$ cat config.mk
export PLATFORM = sky130hd
export DESIGN_NAME = muldiv_unit
export DESIGN_NICKNAME = d
export VERILOG_FILES = /design/src/rtl/muldiv_pkg.sv /design/src/rtl/muldiv_div_core.sv /design/src/rtl/muldiv_unit.sv
export SDC_FILE = /design/constraint.sdc
export NUM_CORES = 1
export LEC_CHECK = 0
export CAP_MARGIN = 5
export CORE_MARGIN = 8
export CORE_UTILIZATION = 62
export DETAILED_ROUTE_END_ITERATION = 10
export HOLD_SLACK_MARGIN = 0.02
export PLACE_DENSITY = 0.92
export SYNTH_ARGS = -nofsm -noshare
export SYNTH_HDL_FRONTEND = slang
export SYNTH_HIERARCHICAL = 1
export SYNTH_SLANG_ARGS = --single-unit
$ cat constraint.sdc
create_clock -name clk -period 4.4 [get_ports clk]
set_input_delay 0.66 -clock clk [delete_from_list [all_inputs] [get_ports clk]]
set_output_delay 0.66 -clock clk [all_outputs]
set_load 0.005 [all_outputs]
$ cat src/rtl/muldiv_pkg.sv
// Shared definitions for the RISC-V M-extension multiply/divide unit.
// Holds the funct3 op encodings, the FSM state type and its encoding,
// and small helpers that classify an op by operand signedness.
package muldiv_pkg;

    localparam logic [2:0] OP_MUL    = 3'b000;
    localparam logic [2:0] OP_MULH   = 3'b001;
    localparam logic [2:0] OP_MULHSU = 3'b010;
    localparam logic [2:0] OP_MULHU  = 3'b011;
    localparam logic [2:0] OP_DIV    = 3'b100;
    localparam logic [2:0] OP_DIVU   = 3'b101;
    localparam logic [2:0] OP_REM    = 3'b110;
    localparam logic [2:0] OP_REMU   = 3'b111;

    typedef logic [1:0] state_t;

    localparam state_t S_IDLE  = 2'd0;
    localparam state_t S_CALC  = 2'd1;
    localparam state_t S_FIXUP = 2'd2;
    localparam state_t S_DONE  = 2'd3;

    // rs1 is interpreted as two's complement for these ops
    function automatic logic op_signed_a(input logic [2:0] o);
        return (o == OP_MUL) || (o == OP_MULH) || (o == OP_MULHSU) ||
               (o == OP_DIV) || (o == OP_REM);
    endfunction

    // rs2 is interpreted as two's complement for these ops
    function automatic logic op_signed_b(input logic [2:0] o);
        return (o == OP_MUL) || (o == OP_MULH) || (o == OP_DIV) || (o == OP_REM);
    endfunction

endpackage

$ cat src/rtl/muldiv_div_core.sv
// Radix-2 restoring divider on unsigned magnitudes, one quotient bit per cycle.
// Latency: start loads the operands, then XLEN iterations; done is high during the last one.
// No backpressure: results stay in quo/rem until the next start.
module muldiv_div_core import muldiv_pkg::*; #(
    parameter int XLEN = 32
) (
    input  logic            clk,
    input  logic            rst,
    input  logic            start,
    input  logic [XLEN-1:0] dividend,
    input  logic [XLEN-1:0] divisor,
    output logic            done,
    output logic [XLEN-1:0] quo,
    output logic [XLEN-1:0] rem
);

    localparam int CW = $clog2(XLEN);

    logic            run;
    logic [CW-1:0]   cnt;
    logic [XLEN-1:0] rem_q;
    logic [XLEN-1:0] quo_q;
    logic [XLEN-1:0] dvs_q;
    logic [XLEN:0]   shifted;
    logic [XLEN:0]   diff;

    // Trial subtraction; a set MSB in diff means the divisor did not fit
    always_comb begin
        shifted = {rem_q, quo_q[XLEN-1]};
        diff    = shifted - {1'b0, dvs_q};
    end

    // done flags the cycle whose closing edge writes the final quotient bit
    assign done = run && (cnt == CW'(XLEN - 1));
    assign quo  = quo_q;
    assign rem  = rem_q;

    // Load on start, then shift one quotient bit in per cycle
    always_ff @(posedge clk) begin
        if (rst) begin
            run   <= 1'b0;
            cnt   <= '0;
            rem_q <= '0;
            quo_q <= '0;
            dvs_q <= '0;
        end else if (start) begin
            run   <= 1'b1;
            cnt   <= '0;
            rem_q <= '0;
            quo_q <= dividend;
            dvs_q <= divisor;
        end else if (run) begin
            rem_q <= diff[XLEN] ? shifted[XLEN-1:0] : diff[XLEN-1:0];
            quo_q <= {quo_q[XLEN-2:0], ~diff[XLEN]};
            cnt   <= cnt + CW'(1);
            if (done) begin
                run <= 1'b0;
            end
        end
    end

endmodule

$ cat src/rtl/muldiv_unit.sv
// RISC-V M-extension multiply/divide unit; MULDIV_FAST_MUL_EN selects a one-shot multiplier.
// Latency: XLEN+2 cycles iterative, 2 cycles for div-by-zero, overflow and fast multiply.
// Backpressure: one op in flight; in_ready only in IDLE; result held in DONE until out_ready.
module muldiv_unit import muldiv_pkg::*; #(
    parameter int XLEN = 32
) (
    input  logic            clk,
    input  logic            rst,
    input  logic            in_valid,
    output logic            in_ready,
    input  logic [2:0]      op,
    input  logic [XLEN-1:0] a,
    input  logic [XLEN-1:0] b,
    output logic            out_valid,
    input  logic            out_ready,
    output logic [XLEN-1:0] r,
    output logic            busy
);

    localparam int CW = $clog2(XLEN);

    state_t          state;
    logic [2:0]      op_q;
    logic            neg_q;
    logic            rneg_q;
    logic            skip_q;
    logic [XLEN-1:0] skip_res_q;
    logic [XLEN-1:0] mc_q;
    logic [XLEN-1:0] phi;
    logic [XLEN-1:0] plo;
    logic [CW-1:0]   cnt;
    logic [XLEN-1:0] r_q;

    logic            accept;
    logic            sa;
    logic            sb;
    logic [XLEN:0]   a_mag_w;
    logic [XLEN:0]   b_mag_w;
    logic            div0;
    logic            ovf;
    logic            skip;
    logic [XLEN-1:0] skip_res;
    logic            fast_mul;
    logic [XLEN:0]   msum;
    logic            calc_last;
    logic            div_start;
    logic            div_done;
    logic [XLEN-1:0] div_quo;
    logic [XLEN-1:0] div_rem;
    logic [XLEN-1:0] fix_res;
    logic            unused_msb;

    assign accept    = in_valid && in_ready;
    assign in_ready  = (state == S_IDLE) && !rst;
    assign busy      = (state != S_IDLE) && !rst;
    assign out_valid = (state == S_DONE) && !rst;
    assign r         = rst ? '0 : r_q;

    // Operand magnitudes in XLEN+1 bits so negating the most-negative value cannot wrap
    always_comb begin
        sa       = op_signed_a(op) & a[XLEN-1];
        sb       = op_signed_b(op) & b[XLEN-1];
        a_mag_w  = sa ? ((XLEN+1)'(0) - {1'b1, a}) : {1'b0, a};
        b_mag_w  = sb ? ((XLEN+1)'(0) - {1'b1, b}) : {1'b0, b};
        div0     = op[2] && (b == '0);
        ovf      = ((op == OP_DIV) || (op == OP_REM)) &&
                   (a == {1'b1, {(XLEN-1){1'b0}}}) && (b == '1);
        skip     = div0 || ovf;
        skip_res = '0;
        if (div0) begin
            skip_res = op[1] ? a : '1;
        end else if (ovf) begin
            skip_res = op[1] ? '0 : a;
        end
    end

    // The magnitude MSB is always clear; it exists only to absorb the negation carry
    assign unused_msb = a_mag_w[XLEN] ^ b_mag_w[XLEN];

`ifdef MULDIV_FAST_MUL_EN
    logic [2*XLEN-1:0] fast_prod;
    assign fast_prod = {{XLEN{1'b0}}, a_mag_w[XLEN-1:0]} * {{XLEN{1'b0}}, b_mag_w[XLEN-1:0]};
    assign fast_mul  = !op[2];
`else
    assign fast_mul  = 1'b0;
`endif

    // One shift-add step: add the multiplicand when the current multiplier bit is set
    assign msum      = {1'b0, phi} + {1'b0, (plo[0] ? mc_q : {XLEN{1'b0}})};
    assign calc_last = op_q[2] ? div_done : (cnt == CW'(XLEN - 1));
    assign div_start = accept && op[2] && !skip;

    muldiv_div_core #(.XLEN(XLEN)) u_div (
        .clk      (clk),
        .rst      (rst),
        .start    (div_start),
        .dividend (a_mag_w[XLEN-1:0]),
        .divisor  (b_mag_w[XLEN-1:0]),
        .done     (div_done),
        .quo      (div_quo),
        .rem      (div_rem)
    );

    // Sign fixup and result selection; quotient sign is a^b, remainder follows the dividend
    always_comb begin
        logic [2*XLEN-1:0] prod_s;
        logic [XLEN-1:0]   quo_s;
        logic [XLEN-1:0]   rem_s;
        prod_s  = neg_q  ? ((2*XLEN)'(0) - {phi, plo}) : {phi, plo};
        quo_s   = neg_q  ? (XLEN'(0) - div_quo) : div_quo;
        rem_s   = rneg_q ? (XLEN'(0) - div_rem) : div_rem;
        fix_res = rem_s;
        if (skip_q) begin
            fix_res = skip_res_q;
        end else begin
            case (op_q)
                OP_MUL:                        fix_res = prod_s[XLEN-1:0];
                OP_MULH, OP_MULHSU, OP_MULHU:  fix_res = prod_s[2*XLEN-1:XLEN];
                OP_DIV, OP_DIVU:               fix_res = quo_s;
                default:                       fix_res = rem_s;
            endcase
        end
    end

    // Control FSM plus the iterative multiplier datapath
    always_ff @(posedge clk) begin
        if (rst) begin
            state      <= S_IDLE;
            op_q       <= '0;
            neg_q      <= 1'b0;
            rneg_q     <= 1'b0;
            skip_q     <= 1'b0;
            skip_res_q <= '0;
            mc_q       <= '0;
            phi        <= '0;
            plo        <= '0;
            cnt        <= '0;
            r_q        <= '0;
        end else begin
            case (state)
                S_IDLE: begin
                    if (accept) begin
                        op_q       <= op;
                        neg_q      <= sa ^ sb;
                        rneg_q     <= sa;
                        skip_q     <= skip;
                        skip_res_q <= skip_res;
                        mc_q       <= a_mag_w[XLEN-1:0];
                        phi        <= '0;
                        plo        <= b_mag_w[XLEN-1:0];
                        cnt        <= '0;
`ifdef MULDIV_FAST_MUL_EN
                        if (fast_mul) begin
                            {phi, plo} <= fast_prod;
                        end
`endif
                        state      <= (skip || fast_mul) ? S_FIXUP : S_CALC;
                    end
                end
                S_CALC: begin
                    if (!op_q[2]) begin
                        phi <= msum[XLEN:1];
                        plo <= {msum[0], plo[XLEN-1:1]};
                        cnt <= cnt + CW'(1);
                    end
                    if (calc_last) begin
                        state <= S_FIXUP;
                    end
                end
                S_FIXUP: begin
                    r_q   <= fix_res;
                    state <= S_DONE;
                end
                default: begin
                    if (out_ready) begin
                        state <= S_IDLE;
                    end
                end
            endcase
        end
    end

endmodule

==> out/metrics.csv <==
stage,metric,value,unit
clock_tree,H-Tree Depth,1,
timing,Final Max Slew Viols,0,
worst_setup_path,CP arrival,4.30,ns
synthesis,"Primary FF master, synth",dfxtp_1,
floorplanning,die width,195,um
timing,worst clock skew,0.00966,ns
power_and_ir_drop,VDD IR max,378,uV
worst_setup_path,"slowest stage cell, crit path",a2111oi_0,
final_layout,area growth from synthesis to layout,12.2,%
placed_design,gp weighted congestion,1.03,
clock_tree,clk slew on worst S/H paths,0.06,ns
synthesis,multiplexer share of the synthesized area,0.0557,
timing,Rel. slew slack,0.269,
synthesis,most common cell in the synthesized netlist,dfxtp_1,
final_layout,multi-input logic area,0.0134,sq mm
clock_tree,CTS max path bufs,3,
final_layout,Layout Nets,2786,
worst_setup_path,slowest cell delay on critical path,0.55,ns
clock_tree,Skew-Pair Late Insertion Delay,0.57,ns
clock_tree,CTS buffer count,30,
route,WL per Instance,23.1,um
timing,setup tns final,0,ns
final_layout,n_diodes,0,
synthesis,"Cell Area, Synth",0.0198,sq mm
power_and_ir_drop,PwrDens,511,mW/mm^2
route,DR DRC count,0,
final_layout,share of layout cells above drive strength 1,0.0580,
timing,RSZ-0062 raised after global routing,no,
worst_setup_path,CP Launch Type,flip-flop,
floorplanning,Std-Cell Rows,65,
synthesis,Post-Syn Area per Cell,7.60,sq um
clock_tree,cts hold-fix bufs,0,
min_path,worst min path class,flip-flop to flip-flop,
synthesis,number of flops mapped to enable cells by yosys,0,
timing,"Hold Vio Cnt, Final",0,
global_routing,vias in the first global route,19791,
synthesis,Yosys top cell by area,dfxtp_1,
global_routing,initial antenna violation count,0,
worst_setup_path,Crit Path Max Fanout,36,
synthesis,combinational family with the most area after synthesis,simple AND/OR/NAND/NOR gates,
synthesis,Commonest cells post-synth,"275 x dfxtp_1, 272 x nand2_1, 268 x nor2_1, 184 x a21oi_1, 169 x o21ai_0",
run_status,status,"finished, final reports clean",
synthesis,"Net Count, Synth",2752,
synthesis,area share of the largest cell type after synthesis,0.278,
route,drt total wl,70.5,mm
timing,Fmax,0.258,GHz
synthesis,"Distinct cells, synth",92,
clock_tree,CTS tree,built,
route,first drt pass iteration count,8,
worst_setup_path,crit-path cells,buf_4 -> and2_1 -> ha_1 -> inv_1 -> fa_1 -> nor2b_1 -> o2111ai_1 -> a2111oi_0 -> buf_4 -> o31ai_1 -> a31oi_1 -> a31oi_1 -> xor2_1 -> o21ai_0,
synthesis,post-synthesis sequential area ratio,0.278,
timing,Final Cycle Share,0.882,
synthesis,synth warn,6,
worst_setup_path,"Req. time, crit path",4.82,ns
worst_setup_path,"CP delay by family, top",compound AO/OA/AOI/OAI gates,
route,Routed Antenna Nets,0,
placed_design,Place WS,0.177,ns
worst_setup_path,type of the worst setup path,flip-flop to flip-flop,
floorplanning,Starting Density,0.628,
synthesis,Yosys reg bits,275,
final_layout,Fillers,2516,
placed_design,hpwl dp,51.9,mm
worst_setup_path,Worst setup EP type,flip-flop,
global_routing,first-pass GRT wire length,109,mm
synthesis,Post-Syn Instances,2601,
timing,worst-margin pin slew,1.10,ns
synthesis,ys async rst share,0,
global_routing,pin count of the biggest net entering global routing,135,
worst_setup_path,WP buf/inv,3,
route,initial DRC count,2943,
clock_tree,Resize count post-CTS,0,
timing,final setup margin,0.518,ns
power_and_ir_drop,LEAKAGE,8.56,nW
floorplanning,Ports,106,
clock_tree,Root Driver,clkbuf_16,
synthesis,Synth area leaders,"dfxtp_1 28%, mux2i_1 5.6%, xnor2_1 5.2%",
timing,final setup fails,0,
flow_run,maxcap violations,0,
placed_design,IO Port Bufs,105,
floorplanning,die height,195,um
final_layout,Reg area,0.00551,sq mm
synthesis,Compound-Gate Fraction of Synth Area,0.221,
floorplanning,core area,0.0315,sq mm
global_routing,GRT Util Overall,0.353,
synthesis,adder-cell share of the synthesized area,0.0514,
synthesis,Post-Synth Simple-Gate Area,0.249,
timing,Final min period,3.88,ns
route,total number of vias,21050,
clock_tree,clock sink count,275,
route,Vias/cell,6.89,
synthesis,XOR/XNOR Fraction of Synth Area,0.0993,
clock_tree,Post-CTS Repair Setup Buffers,0,
global_routing,grt ovf,0,
floorplanning,die area,0.0379,sq mm
## cells in the final DEF (no fill, tap or decap), types with 10 or more instances in the layout
cell             instances
o21ai_0                169
a31oi_1                 19
a221oi_1                13
o21a_1                  10
dfxtp_1                273
inv_1                   71
nand2b_1                42
nand4_1                 36
or4_1                   29
a211oi_1                36
o22ai_1                 23
ha_1                    77
a21oi_1                184
o211ai_1                34
and2_1                  39
buf_4                   54
nand2_1                272
nand3_1                 74
clkbuf_16               31
nor2b_1                 53
and3_1                  18
mux2i_1                110
a21o_1                  27
o41ai_1                 19
nor3b_1                 10
o221ai_1                15
xor2_1                 104
xnor2_1                117
clkdlybuf4s50_1        104
or3_1                   27
nor4_1                  25
nor3_1                  53
o21ai_1                 13
or2_2                   10
nor2_1                 266
o31ai_1                 51
## worst min-delay path: cells and delay by family (launching register included)
family | cells | cell delay [ns]
DFF | 1 | 0.31
AOI/OAI and AO/OA | 1 | 0.05
and+or+nand+nor | 1 | 0.05
## report_power, final
group	internal (mW)	switching, mW
clock network	1.52	1.07
logic	2.09	3.50
registers	2.78	0.369
total	6.39	4.94
## metrics by stage
stage                     hold WS, ns  area [sq um]   util  power, mW  instances
after global routing            0.473         22200  0.705       11.8       3057
after CTS                       0.448         22200  0.705       11.1       3057
after global placement          0.429         21200  0.673       8.34       3005
after detailed placement        0.438         21200  0.673       8.49       3005
final                           0.449         22200  0.705       11.3       3057
after floorplan                 0.417         19800      -       6.88       2601
## worst paths after layout
path / from / end / slack [ns] / depth (start not counted)
setup / recovery: plo[0]$_SDFFE_PP0P_ / phi[27]$_SDFFE_PP0P_ / 0.52 / 14
hold reg to reg: skip_res_q[4]$_SDFFE_PP0P_ / skip_res_q[4]$_SDFFE_PP0P_ / 0.45 / 2
hold / removal: skip_res_q[4]$_SDFFE_PP0P_ / skip_res_q[4]$_SDFFE_PP0P_ / 0.45 / 2
setup reg to reg: plo[0]$_SDFFE_PP0P_ / phi[27]$_SDFFE_PP0P_ / 0.52 / 14
## per-layer routing
metal / wire length (um) / vias to the layer above / track usage
met5: 0 / - / 0
li1: - / 9393 / -
met4: 4360 / 0 / 0.193
met1: 27400 / 9906 / 0.456
met3: 8470 / 317 / 0.0757
met2: 30200 / 1434 / 0.544
## flip-flops by register name (all words and copies together), names as in the netlist, 2 cells and up
name         flops
u_div/cnt        5
r_q             32
plo             32
skip_res_q      32
phi             32
mc_q            32
op_q             3
u_div/quo       32
u_div/dvs_q     32
state            2
u_div/rem       32
cnt              5
## cell families (layout without fill, tap and decap cells)
logic type | count (synthesis) | in the layout
xor gates and xnor gates | 222 | 222
adders and majority gates | 80 | 80
DFF | 275 | 275
buffers and inverters | 232 | 286
muxes | 110 | 110
and+or+nand+nor | 996 | 996
AOI/OAI and AO/OA | 686 | 686
## area by class of cell
cell class | count | share of cell area
multi-input combinational | 2094 | 0.604
sequential | 275 | 0.248
timing repair buffer | 162 | 0.0684
clock buffer | 42 | 0.0386
tap | 402 | 0.0227
inverter | 72 | 0.0122
clock inverter | 10 | 0.00575
Power figures use the tool's default switching activity.
